## src/rtl/weight_bank_if.sv

```systemverilog
`default_nettype none
// ============================================================================
// Module      : weight_bank_if
// Description : Bundles the control, delta-accumulate and weight-readout
//               signals of weight_bank. The master modport belongs to the
//               controller / delta datapath, and the slave modport belongs
//               to the weight bank itself.
//   init       m->s  pulse: reload INIT weights, clear accumulators and flags
//   acc_valid  m->s  delta presented this cycle
//   acc_idx    m->s  target weight index (IW bits)
//   acc_dw     m->s  signed delta weight (W bits)
//   commit     m->s  pulse: fold all accumulators into the weights
//   acc_ready  s->m  high only while the bank is idle
//   busy       s->m  high while the commit sweep runs
//   done       s->m  one-cycle pulse when a commit completes
//   w_flat     s->m  all N weights, packed, weight i at [i*W +: W]
//   sat_flag   s->m  sticky per-weight clip flags
// Revision    : 1.0 - initial release
// ============================================================================
interface weight_bank_if #(
    parameter int W = 16,
    parameter int N = 4
) ();
    localparam int IW = $clog2(N);

    logic                 init;
    logic                 acc_valid;
    logic [IW-1:0]        acc_idx;
    logic signed [W-1:0]  acc_dw;
    logic                 acc_ready;
    logic                 commit;
    logic                 busy;
    logic                 done;
    logic [N*W-1:0]       w_flat;
    logic [N-1:0]         sat_flag;

    modport master (
        output init, acc_valid, acc_idx, acc_dw, commit,
        input  acc_ready, busy, done, w_flat, sat_flag
    );

    modport slave (
        input  init, acc_valid, acc_idx, acc_dw, commit,
        output acc_ready, busy, done, w_flat, sat_flag
    );
endinterface
`default_nettype wire

```

## src/rtl/weight_bank.sv

```systemverilog
`default_nettype none
// ============================================================================
// Module      : weight_bank
// Description : Bank of N signed fixed-point weights for one network layer.
//               During a batch, deltas are summed per weight into W+G bit
//               saturating accumulators. A commit then folds each accumulator
//               into its weight, one weight per cycle, clipping the result to
//               W bits and recording the clips in sticky flags.
//   clk    in   clock, rising edge
//   reset  in   asynchronous reset, active low (weights go to 0, not INIT)
//   bus    slave modport of weight_bank_if (see that file for the signals)
// Revision    : 1.0 - initial release
// ============================================================================
module weight_bank #(
    parameter int             W    = 16,
    parameter int             N    = 4,
    parameter int             G    = 4,
    parameter logic [N*W-1:0] INIT = {N{16'sd409}}
) (
    input  wire logic    clk,
    input  wire logic    reset,
    weight_bank_if.slave bus
);
    localparam int IW = $clog2(N);
    localparam int AW = W + G;          // accumulator width
    localparam int SW = AW + 1;         // one extra bit for the overflow check

    localparam logic signed [AW-1:0] C_ACC_MAX = {1'b0, {(AW-1){1'b1}}};
    localparam logic signed [AW-1:0] C_ACC_MIN = {1'b1, {(AW-1){1'b0}}};
    localparam logic signed [W-1:0]  C_W_MAX   = {1'b0, {(W-1){1'b1}}};
    localparam logic signed [W-1:0]  C_W_MIN   = {1'b1, {(W-1){1'b0}}};
    localparam logic [IW-1:0]        C_LAST    = IW'(N - 1);

    typedef enum logic [1:0] {
        S_IDLE   = 2'd0,
        S_COMMIT = 2'd1,
        S_DONE   = 2'd2
    } state_t;

    // ------------------------------------------------------------------
    // State
    // ------------------------------------------------------------------
    state_t               r_state;
    state_t               w_state_nxt;
    logic signed [W-1:0]  r_w   [N];
    logic signed [AW-1:0] r_acc [N];
    logic [N-1:0]         r_sat;
    logic [IW-1:0]        r_ci;
    logic                 r_busy;
    logic                 r_done;

    // ------------------------------------------------------------------
    // Datapath wires
    // ------------------------------------------------------------------
    logic signed [AW-1:0] w_acc_sel;    // accumulator addressed by acc_idx
    logic signed [AW-1:0] w_dw_ext;     // delta sign-extended to AW
    logic signed [SW-1:0] w_acc_sum;
    logic signed [AW-1:0] w_acc_new;
    logic signed [W-1:0]  w_cw;         // weight addressed by the commit index
    logic signed [AW-1:0] w_cacc;       // accumulator addressed by the commit index
    logic signed [SW-1:0] w_cs;
    logic                 w_cs_ovf;
    logic signed [W-1:0]  w_wnew;
    logic [N*W-1:0]       w_flat_pack;

    // Read muxes. An acc_idx at or beyond N matches no entry, which is what
    // makes out-of-range deltas fall away without any extra range check.
    always_comb begin
        w_acc_sel = '0;
        w_cacc    = '0;
        w_cw      = '0;
        for (int i = 0; i < N; i++) begin
            if (bus.acc_idx == IW'(i)) begin
                w_acc_sel = r_acc[i];
            end
            if (r_ci == IW'(i)) begin
                w_cacc = r_acc[i];
                w_cw   = r_w[i];
            end
        end
    end

    // Accumulate: one extra bit of headroom, then clamp back to AW bits.
    // The top two bits of the sum differ exactly when AW bits overflowed.
    always_comb begin
        w_dw_ext  = {{G{bus.acc_dw[W-1]}}, bus.acc_dw};
        w_acc_sum = {w_acc_sel[AW-1], w_acc_sel} + {w_dw_ext[AW-1], w_dw_ext};
        if (w_acc_sum[SW-1] != w_acc_sum[SW-2]) begin
            w_acc_new = w_acc_sum[SW-1] ? C_ACC_MIN : C_ACC_MAX;
        end else begin
            w_acc_new = w_acc_sum[AW-1:0];
        end
    end

    // Commit: the sum fits in W bits only when all bits from W-1 upwards
    // equal the sign. Otherwise the sum is clipped toward its own sign.
    always_comb begin
        w_cs     = {{(G+1){w_cw[W-1]}}, w_cw} + {w_cacc[AW-1], w_cacc};
        w_cs_ovf = !((&w_cs[SW-1:W-1]) || !(|w_cs[SW-1:W-1]));
        if (w_cs_ovf) begin
            w_wnew = w_cs[SW-1] ? C_W_MIN : C_W_MAX;
        end else begin
            w_wnew = w_cs[W-1:0];
        end
    end

    // ------------------------------------------------------------------
    // FSM: state register plus registered busy/done derived from the
    // next state, so that both outputs line up with the state they describe.
    // ------------------------------------------------------------------
    always_ff @(posedge clk or negedge reset) begin
        if (!reset) begin
            r_state <= S_IDLE;
            r_busy  <= 1'b0;
            r_done  <= 1'b0;
        end else begin
            r_state <= w_state_nxt;
            r_busy  <= (w_state_nxt == S_COMMIT);
            r_done  <= (w_state_nxt == S_DONE);
        end
    end

    always_comb begin
        w_state_nxt = r_state;
        if (bus.init) begin
            // init aborts any sweep in progress; the DONE pulse is skipped
            w_state_nxt = S_IDLE;
        end else begin
            case (r_state)
                S_IDLE: begin
                    // A delta outranks commit, so a coincident commit is lost
                    if (!bus.acc_valid && bus.commit) begin
                        w_state_nxt = S_COMMIT;
                    end
                end
                S_COMMIT: begin
                    if (r_ci == C_LAST) begin
                        w_state_nxt = S_DONE;
                    end
                end
                S_DONE:  w_state_nxt = S_IDLE;
                default: w_state_nxt = S_IDLE;
            endcase
        end
    end

    // ------------------------------------------------------------------
    // Weights, accumulators, sticky flags and the sweep index
    // ------------------------------------------------------------------
    always_ff @(posedge clk or negedge reset) begin
        if (!reset) begin
            for (int i = 0; i < N; i++) begin
                r_w[i]   <= '0;
                r_acc[i] <= '0;
            end
            r_sat <= '0;
            r_ci  <= '0;
        end else if (bus.init) begin
            for (int i = 0; i < N; i++) begin
                r_w[i]   <= INIT[i*W +: W];
                r_acc[i] <= '0;
            end
            r_sat <= '0;
            r_ci  <= '0;
        end else if (r_state == S_IDLE) begin
            if (bus.acc_valid) begin
                for (int i = 0; i < N; i++) begin
                    if (bus.acc_idx == IW'(i)) begin
                        r_acc[i] <= w_acc_new;
                    end
                end
            end else if (bus.commit) begin
                r_ci <= '0;
            end
        end else if (r_state == S_COMMIT) begin
            for (int i = 0; i < N; i++) begin
                if (r_ci == IW'(i)) begin
                    r_w[i]   <= w_wnew;
                    r_acc[i] <= '0;
                    if (w_cs_ovf) begin
                        r_sat[i] <= 1'b1;
                    end
                end
            end
            r_ci <= r_ci + 1'b1;
        end
    end

    // ------------------------------------------------------------------
    // Outputs
    // ------------------------------------------------------------------
    always_comb begin
        w_flat_pack = '0;
        for (int i = 0; i < N; i++) begin
            w_flat_pack[i*W +: W] = r_w[i];
        end
    end

    assign bus.w_flat    = w_flat_pack;
    assign bus.sat_flag  = r_sat;
    assign bus.busy      = r_busy;
    assign bus.done      = r_done;
    assign bus.acc_ready = (r_state == S_IDLE);

endmodule
`default_nettype wire

```

## src/flat_wrapper.sv

```systemverilog
// flat-port wrapper written by rule: the top's interface ports become plain ports
module weight_bank_flat 
#(
    parameter int             W    = 16,
    parameter int             N    = 4,
    parameter int             G    = 4,
    parameter logic [N*W-1:0] INIT = {N{16'sd409}}
)
  (clk, reset, bus_init, bus_acc_valid, bus_acc_idx, bus_acc_dw, bus_commit, bus_acc_ready, bus_busy, bus_done, bus_w_flat, bus_sat_flag);
  weight_bank_if #(.W(W), .N(N)) bus_i ();
  input  wire logic clk;
  input  wire logic reset;
  input wire logic [$bits(bus_i.init)-1:0] bus_init;
  input wire logic [$bits(bus_i.acc_valid)-1:0] bus_acc_valid;
  input wire logic [$bits(bus_i.acc_idx)-1:0] bus_acc_idx;
  input wire logic [$bits(bus_i.acc_dw)-1:0] bus_acc_dw;
  input wire logic [$bits(bus_i.commit)-1:0] bus_commit;
  output wire logic [$bits(bus_i.acc_ready)-1:0] bus_acc_ready;
  output wire logic [$bits(bus_i.busy)-1:0] bus_busy;
  output wire logic [$bits(bus_i.done)-1:0] bus_done;
  output wire logic [$bits(bus_i.w_flat)-1:0] bus_w_flat;
  output wire logic [$bits(bus_i.sat_flag)-1:0] bus_sat_flag;
  assign bus_i.init = bus_init;
  assign bus_i.acc_valid = bus_acc_valid;
  assign bus_i.acc_idx = bus_acc_idx;
  assign bus_i.acc_dw = bus_acc_dw;
  assign bus_i.commit = bus_commit;
  assign bus_acc_ready = bus_i.acc_ready;
  assign bus_busy = bus_i.busy;
  assign bus_done = bus_i.done;
  assign bus_w_flat = bus_i.w_flat;
  assign bus_sat_flag = bus_i.sat_flag;
  weight_bank #(.W(W), .N(N), .G(G), .INIT(INIT)) u_core (.clk(clk), .reset(reset), .bus(bus_i));
endmodule
```

## config.mk

```make
export PLATFORM = sky130hd
export DESIGN_NAME = weight_bank_flat
export DESIGN_NICKNAME = d
export VERILOG_FILES = /design/src/rtl/weight_bank_if.sv /design/src/rtl/weight_bank.sv /design/src/flat_wrapper.sv
export SDC_FILE = /design/constraint.sdc
export NUM_CORES = 1
export LEC_CHECK = 0
export CAP_MARGIN = 25
export CORE_ASPECT_RATIO = 1.1
export CORE_MARGIN = 4
export CORE_UTILIZATION = 44
export CTS_BUF_LIST = sky130_fd_sc_hd__clkbuf_2 sky130_fd_sc_hd__clkbuf_4 sky130_fd_sc_hd__clkbuf_8
export DETAILED_ROUTE_END_ITERATION = 8
export GPL_ROUTABILITY_DRIVEN = 0
export SYNTH_ARGS = -nofsm -noshare
export SYNTH_HDL_FRONTEND = slang
export SYNTH_SLANG_ARGS = --single-unit
```

## constraint.sdc

```tcl
create_clock -name clk -period 12.9 [get_ports clk]
set_input_delay 1.935 -clock clk [delete_from_list [all_inputs] [get_ports clk]]
set_output_delay 1.935 -clock clk [all_outputs]
set_load 0.05 [all_outputs]
```

=== Word-level counts from Yosys, hierarchy flattened ===
Index checks and enable logic that the tools add are counted.

* Register bits after elaboration: 154
* Bits of input ports: 23
* Logic and storage cells: 122
* Output and inout bits: 71

* Add/subtract/negate cells: 3
* Eq/ne operators: 19
* Muxes and demuxes: 52
* Reduce and logical (&&, ||, !) cells: 32

{| class="wikitable"
|+ Operator list
! kind !! number
|-
| $mux 20 || 18
|-
| $mux 80 || 4
|-
| $mux 64 || 3
|-
| $mux 16 || 10
|-
| $reduce_and 4->1 || 8
|-
| $add 16x20->21 || 1
|-
| $add 20x16->21 || 1
|-
| $mux 2 || 8
|-
| $reduce_and 3->1 || 5
|-
| $reduce_bool 3->1 || 5
|-
| $mux 4 || 3
|-
| $ne 3x2->1 const B || 4
|-
| $eq 2x2->1 const B || 5
|-
| $reduce_bool 2->1 || 5
|-
| $ne 3x3->1 const B || 3
|-
| $eq 2x1->1 const B || 4
|-
| $logic_not 2->1 || 3
|-
| $reduce_and 6->1 || 1
|-
| $reduce_or 6->1 || 1
|-
| $mux 1 || 5
|-
| $ne 2x2->1 const B || 2
|-
| $pmux 2 s2 || 1
|-
| $add 2x1->2 const B || 1
|-
| $logic_not 1->1 || 2
|-
| other kinds (3) || 3
|}

=== Longest topological paths before layout ===
Gate-level depths: netlist of the first run.

* Depth in word-level cells: 14
* Gate-level depth with buffers: 22
* Mapped depth without buffers: 18

=== Worst setup path before layout of the first run ===
OpenSTA, ideal clock, no wires.

* Kind: in2reg
* From: in bus_acc_idx[0]
* To: reg u_core.r_acc[58] (netlist name)
* Cell stages on the path: 14
* Path buffers: 2
* Path slack: 7.254 ns
* Arrival: 5.505 ns
* Required time: 12.758 ns
* Setup time: 0.142 ns
* Path through: buf_1 -> mux4_2 -> ha_1 -> inv_1 -> fa_1 -> nor2b_1 -> o31a_1 -> o31ai_1 -> a21oi_1 -> a41o_1 -> or3_1 -> buf_2 -> a22oi_1 -> a211oi_1

* Longest elaborated chain between the ends: 12
* Elaborated cells between the ends (all ways): 18
* Those cells by class: add/sub (1); eq/ne (5); mux (10); reduce/logical (2)

{| class="wikitable"
|+ Ends and longest elaborated chain
! element !! RTL line !! RTL
|-
| from (decl) || flat_wrapper.sv:15 || <nowiki>input wire logic [$bits(bus_i.acc_idx)-1:0] bus_acc_idx;</nowiki>
|-
| $logic_not 2->1 || weight_bank.sv:73 || <nowiki>if (bus.acc_idx == IW'(i)) begin</nowiki>
|-
| $mux 20 (4 in series) || weight_bank.sv:73 ||
|-
| $add 20x16->21 || weight_bank.sv:87 || <nowiki>w_acc_sum = {w_acc_sel[AW-1], w_acc_sel} + {w_dw_ext[AW-1], w_dw_ext};</nowiki>
|-
| $mux 20 or $ne 1x1->1 (tied branches) || weight_bank.sv:89, weight_bank.sv:88 ||
|-
| $mux 20 || weight_bank.sv:88 || <nowiki>if (w_acc_sum[SW-1] != w_acc_sum[SW-2]) begin</nowiki>
|-
| $mux 20 || weight_bank.sv:168 || <nowiki>if (bus.acc_idx == IW'(i)) begin</nowiki>
|-
| $mux 80 || weight_bank.sv:166 || <nowiki>if (bus.acc_valid) begin</nowiki>
|-
| $mux 80 || weight_bank.sv:165 || <nowiki>end else if (r_state == S_IDLE) begin</nowiki>
|-
| $mux 80 || weight_bank.sv:158 || <nowiki>end else if (bus.init) begin</nowiki>
|-
| to (signal, indexed assignment) || weight_bank.sv:169 || <nowiki>r_acc[i] <= w_acc_new;</nowiki>
|-
| to (decl) || weight_bank.sv:46 || <nowiki>logic signed [AW-1:0] r_acc [N];</nowiki>
|}

Several ways; a longest one is shown, not always the timed one. The select of a mux whose other input is x is not followed.
A chain may end at the register's enable or synchronous reset.

=== Worst setup path after layout of the first run ===
* From: in bus_acc_idx[0]
* To: reg u_core.r_acc[34] (netlist name)

The elaborated chain is that of the path after synthesis.

==> impl_metrics.tcl, run 1 <==
set metrics [dict create \
    period_needed_ns 6.37 \
    timing_hold_violations_final 0 \
    core_um2 22400 \
    async_reset_ff_frac 1.00 \
    numCtsBuffers 17 \
    drc_errors 0 \
    layout.cells.non_filler 1557 \
    cts_hold_buf 0 \
    die_w_um 153 \
    synthesis.area_um2 10100 \
    drt-pass1-iter-count 5 \
    ir_worst_vdd_uv 177 \
    grt_pass1_vias 9214 \
    num_vias 9456 \
    grt_max_degree 90 \
    fmax_mhz 157 \
    totalWireLength_um 34100 \
    pin_count 94 \
    critPathCaptureType "flop" \
    status "finished, final reports clean" \
    antennaDiodeCount 0 \
    critPathLaunchType "input port" \
    slew_violations 0 \
    grt_first_pass_wirelength_um 53200 \
    crit_required_ns 13.20 \
    crit_slowest_cell "nand2_1" \
    hp-class "reg2reg" \
    power_mw 3.12 \
    power.leakage_nw 4.91 \
    cts_tree "built" \
    dp.final_hpwl_um 24800 \
    path_max_fanout 24 \
    finalSetupTns_ns 0 \
    ys_seq_area_frac 0.381 \
    nets 1318 \
    grt_overflow 0 \
    chipHeight_um 167 \
    area_growth_pct 15.3 \
    layout-drive-gt1-share 0.0777 \
    synth_warnings 0 \
    setup-violations-final 0 \
    h-tree-depth 4 \
    synth_flop_cell "dfrtp_1" \
    rows 57 \
    cts_sinks 154 \
    dp_cells 1524 \
    die-area_um2 25500 \
    avgSynthCellArea_um2 8.50 \
    cts_resized 0 \
    root_buffer "clkbuf_8" \
    cp.arrival_ns 6.68 \
    syn_nets 1260 \
    pwr_density_cell_nw_per_um2 267 \
    post-route-period-util 0.494 \
    rsz0062_at_grt "false" \
    ys_ff_latch 154 \
    path_buf_inv 3 \
    clk_path_buf_depth 2 \
    nFillCells 2206 \
    initial_core_util 0.452 \
    detail-route-antenna-nets 0 \
    worst_slew_pin_slew_ns 0.978 \
    drtIter0Drc 687 \
    synth-edff-count 0 \
    placed_area_um2 11300 \
    finalInstanceArea_um2 11700 \
    path_delay_family "compound AO/OA/AOI/OAI gates" \
    r2r_slack_ns 7.01 \
    grt_use_total 0.264 \
    synth_cell_types 70 \
    synthCells 1191 \
    maxSlewHeadroom 0.346 \
    cap_violations 0 \
    fin_skew_ns 0.0231 \
    crit_chain "clkdlybuf4s50_1, buf_4, mux4_2, ha_1, inv_1, fa_1, nor2b_1, o31a_1, o31ai_1, a21oi_1, a41o_1, or3_1, nand2_1, a311oi_1" \
    postLayoutCoreUtil 0.521 \
    path_class "in2reg" \
    antenna_found_initial 0 \
    numPortBuffers 93 \
    cpPeakStageDelay_ns 0.71 \
    vias_per_cell 6.07 \
    insertion_delay_ns 0.49 \
    postCtsSetupBuffers 0 \
    post_drt_wl_per_cell_um 21.9 \
    clkTransAtPathRegs_ns 0.09 \
]
## tightest hold or removal path: stages (launching register included)
cell     delay (ns)
dfrtp_1        0.37
nand2_1        0.05
o21ai_0        0.06
## layer usage
layer | up-vias | routed length, um | part of all wire | track usage
li1 | 4461 | - | - | -
met1 | 4541 | 14600 | 0.43 | 0.347
met2 | 374 | 15900 | 0.47 | 0.425
met3 | 80 | 1970 | 0.058 | 0.0465
met5 | - | 0 | 0 | 0
met4 | 0 | 1560 | 0.046 | 0.121
## cell families after synthesis
family / Yosys count / synth area share
fa+ha+maj: 46 / 0.0584
buf+inv: 86 / 0.0347
compound gates: 427 / 0.262
xor+xnor: 32 / 0.0277
simple gates: 411 / 0.175
mux: 35 / 0.0613
flops: 154 / 0.381
## cells in the mapped netlist (6+ instances only)
| library cell | instances | area (um^2) |
|---|---|---|
| clkbuf_1 | 49 | 184 |
| and3_1 | 8 | 50.1 |
| dfrtp_1 | 154 | 3850 |
| o31ai_1 | 7 | 52.6 |
| a211oi_1 | 14 | 105 |
| o22a_1 | 12 | 105 |
| nand4_1 | 9 | 56.3 |
| nor2b_1 | 7 | 43.8 |
| xnor2_1 | 19 | 166 |
| nor3_1 | 8 | 40.0 |
| a22oi_1 | 22 | 165 |
| o211ai_1 | 6 | 45.0 |
| a311oi_1 | 24 | 210 |
| a21o_1 | 15 | 113 |
| o21ai_0 | 131 | 656 |
| or2_2 | 7 | 43.8 |
| nand3_1 | 16 | 80.1 |
| buf_1 | 11 | 41.3 |
| mux2_2 | 8 | 90.1 |
| ha_1 | 44 | 551 |
| buf_2 | 8 | 40.0 |
| nor2_1 | 143 | 537 |
| nand2_1 | 179 | 672 |
| or3_1 | 9 | 56.3 |
| xor2_1 | 13 | 114 |
| o21a_1 | 12 | 90.1 |
| mux4_2 | 20 | 450 |
| inv_1 | 15 | 56.3 |
| o22ai_1 | 7 | 43.8 |
| a21oi_1 | 129 | 646 |
## area by class of cell
type	instances	area [um^2]	area share
multi-input combinational	951	5920	0.507
sequential	154	3850	0.330
timing repair buffer	110	1060	0.0906
tap	295	369	0.0316
clock buffer	17	234	0.0200
clock inverter	15	180	0.0154
inverter	15	56.3	0.00482
## flip-flops by register name, summed over array words and instances, names as in the netlist
register             cells
u_core.r_ci              2
u_core.bus.sat_flag      4
u_core.bus.busy          1
u_core.r_acc            80
u_core.r_state           2
u_core.bus.w_flat       64
u_core.bus.done          1
## cell usage in the layout, fill, tap and decap left out, types with 8 or more instances in the layout
cell             synthesis  routed
a211oi_1                14      14
a21o_1                  15      15
mux2_2                   8       8
a22oi_1                 22      22
nand4_1                  9       9
inv_1                   15      15
o22a_1                  12      12
o21ai_0                131     131
nand3_1                 16      16
a21oi_1                129     129
nor2_1                 143     143
o21a_1                  12      12
nor3_1                   8       8
a311oi_1                24      24
mux4_2                  20      20
dfrtp_1                154     154
buf_4                    1      16
clkdlybuf4s50_1          0      92
nand2_1                179     179
clkbuf_8                 0      17
or3_1                    9       9
xor2_1                  13      13
ha_1                    44      41
and3_1                   8       8
xnor2_1                 19      19
## metrics by stage
step                setup WS [ns]  hold WS (ns)
floorplan                    7.25         0.466
global placement             5.77         0.487
detailed placement           5.59         0.494
CTS                          6.08         0.513
global route                 6.23         0.538
finish                       6.53         0.512
## where the power goes
part	internal (mW)	total (mW)	leakage [nW]	switching, mW
logic	0.646	1.90	2.82	1.25
clock network	0.164	0.391	0.195	0.228
registers	0.663	0.829	1.90	0.166
## path summary, 6_finish.rpt
path / to / cells after the start / from
max: u_core.r_acc[34] / 14 / bus_acc_idx[0]
min reg2reg: u_core.r_acc[72] / 2 / u_core.r_acc[72]
min: u_core.r_acc[72] / 2 / u_core.r_acc[72]
max in group asynchronous: u_core.r_acc[10] / 2 / reset
min in group asynchronous: u_core.bus.sat_flag[3] / 1 / reset
max reg2reg: u_core.bus.w_flat[48] / 17 / u_core.r_ci[1]
No activity file was read; power rests on OpenSTA's default activity.
==> run 2: changes to the inputs <==
==> constraint.sdc (replaced) <==
create_clock -name clk -period 6.6 [get_ports clk]
set_input_delay 0.99 -clock clk [delete_from_list [all_inputs] [get_ports clk]]
set_output_delay 0.99 -clock clk [all_outputs]
set_load 0.05 [all_outputs]
==> run 2 against run 1 <==
Compared with the run above: routed wire length grew 1.8%; register-to-register slack lost 6.1 ns; flip-flop and latch count is the same; non-clock buffer count grew 13; critical path type is now reg2reg; worst setup slack lost 5.6 ns; sequential share of layout area shrank 0.36 points; design area grew 1.1%; count of clock-buffer cells in the layout is the same; total power grew 96%; die area is the same; clock skew shrank 0.0043 ns.
==> impl_metrics.tcl, run 2 (synthesized netlist as in run 1, its figures left out) <==
set metrics [dict create \
    wl_met3_um 2460 \
    numCtsBuffers 17 \
    totalWireLength_um 34700 \
    root_buffer "clkbuf_8" \
    maxSlewHeadroom 0.365 \
    die-area_um2 25500 \
    crit_chain "inv_1, ha_1, buf_4, nand2_1, nor2_1, a21oi_1, nor2_1, a21oi_1, o21ai_0, fa_1, a211oi_1, o211a_4, or4_4, a21boi_0, o21ai_1, buf_4, a31oi_2, nand3b_1, a22o_1" \
    drt-pass1-iter-count 8 \
    post-route-period-util 0.857 \
    grt_max_degree 102 \
    crit_start "u_core.r_ci[0]" \
    postCtsSetupBuffers 0 \
    core_um2 22400 \
    highest_layer "met4" \
    worst_slew_pin_slew_ns 0.949 \
    drc_errors 0 \
    vias_per_cell 6.10 \
    postLayoutCoreUtil 0.527 \
    cts_hold_buf 0 \
    rows 57 \
    clkTransAtPathRegs_ns 0.11 \
    final_cell_mix "nand2_1, dfrtp_1, nor2_1, o21ai_0, a21oi_1" \
    finalSetupTns_ns 0 \
    hp-class "in2async" \
    ir_worst_vdd_uv 299 \
    post_drt_wl_per_cell_um 22.1 \
    largest_reg_flops 80 \
    num_vias 9570 \
    pin_count 94 \
    critPathCaptureType "flop" \
    initial_core_util 0.452 \
    area_growth_pct 16.6 \
    cpPeakStageDelay_ns 0.74 \
    path_max_fanout 18 \
    chipHeight_um 167 \
    path_class "reg2reg" \
    crit_required_ns 7.01 \
    grt_first_pass_wirelength_um 54400 \
    multi_input_area_um2 5920 \
    largest_register "u_core.r_acc" \
    grt_pass1_vias 9483 \
    dp.final_hpwl_um 25100 \
    cts_resized 0 \
    insertion_delay_ns 0.48 \
    drtIter0Drc 871 \
    clk_path_buf_depth 2 \
    die_w_um 153 \
    rsz0062_at_grt "false" \
    h-tree-depth 4 \
    status "finished, final reports clean" \
    slew_violations 0 \
    regArea_um2 3850 \
    path_buf_inv 3 \
    cp.arrival_ns 6.07 \
    timing_hold_violations_final 0 \
    power.leakage_nw 4.99 \
    cts_sinks 154 \
    layout-drive-gt1-share 0.0871 \
    r2r_start "u_core.r_ci[0]" \
    drt-met1-wl_um 14400 \
    mostFrequentLayoutCell "nand2_1" \
    antenna_found_initial 0 \
    fmax_mhz 177 \
    antennaDiodeCount 0 \
    cap_violations 0 \
    pwr_density_cell_nw_per_um2 517 \
    route.met2.wl_um 16300 \
    nets 1331 \
    critPathLaunchType "flop" \
    detail-route-antenna-nets 0 \
    cts_tree "built" \
    path_delay_family "compound AO/OA/AOI/OAI gates" \
    grt_use_total 0.269 \
    numPortBuffers 93 \
    grt_overflow 0 \
    nFillCells 2127 \
    setup-violations-final 0 \
    period_needed_ns 5.66 \
    fin_skew_ns 0.0188 \
    crit_slowest_cell "a31oi_2" \
]
## run 2: final cells by class
cell class / count / area share
clock buffer: 17 / 0.0198
clock inverter: 15 / 0.0151
inverter: 15 / 0.00477
multi-input combinational: 951 / 0.502
sequential: 154 / 0.327
tap: 295 / 0.0313
timing repair buffer: 123 / 0.101
## run 2: final timing paths
check                                          to  cells after the start  slack [ns]
setup reg to reg            u_core.bus.w_flat[60]                     19        0.94
max in group asynchronous        u_core.r_acc[29]                      3        4.77
hold reg to reg                  u_core.r_acc[71]                      2        0.51
min in group clk                 u_core.r_acc[71]                      2        0.51
hold / removal             u_core.bus.sat_flag[3]                      1        0.39
setup / recovery            u_core.bus.w_flat[60]                     19        0.94
## run 2: report_power, final
part | total, mW | leakage [nW] | switching, mW | internal (mW)
combinational | 3.74 | 2.89 | 2.45 | 1.29
clock | 0.747 | 0.203 | 0.458 | 0.290
sequential | 1.62 | 1.90 | 0.322 | 1.30
## run 2: metrics by stage
stage               hold WS, ns  power, mW  cells  worst slack, ns  area [um^2]
global route              0.390       6.47   1570            0.645        11800
global placement          0.486       5.30   1536             1.01        11400
floorplan                 0.466       4.09   1191             1.90        10100
CTS                       0.517       6.07   1569            0.998        11800
finish                    0.387       6.10   1570            0.944        11800
detailed placement        0.496       5.30   1537            0.937        11400
## run 2: worst register-to-register path: stages, from the launching register on
cell and delay, ns:
dfrtp_1 0.44, inv_1 0.10, ha_1 0.56, buf_4 0.36, nand2_1 0.08, nor2_1 0.09, a21oi_1 0.05, nor2_1 0.11
a21oi_1 0.04, o21ai_0 0.58, fa_1 0.41, a211oi_1 0.15, o211a_4 0.30, or4_4 0.53, a21boi_0 0.26, o21ai_1 0.12
buf_4 0.18, a31oi_2 0.75, nand3b_1 0.33, a22o_1 0.16
## run 2: per-layer routing
layer	track usage	vias to the layer above
met4	0.118	0
met3	0.0527	92
met2	0.432	405
li1	-	4484
met5	0	-
met1	0.356	4589
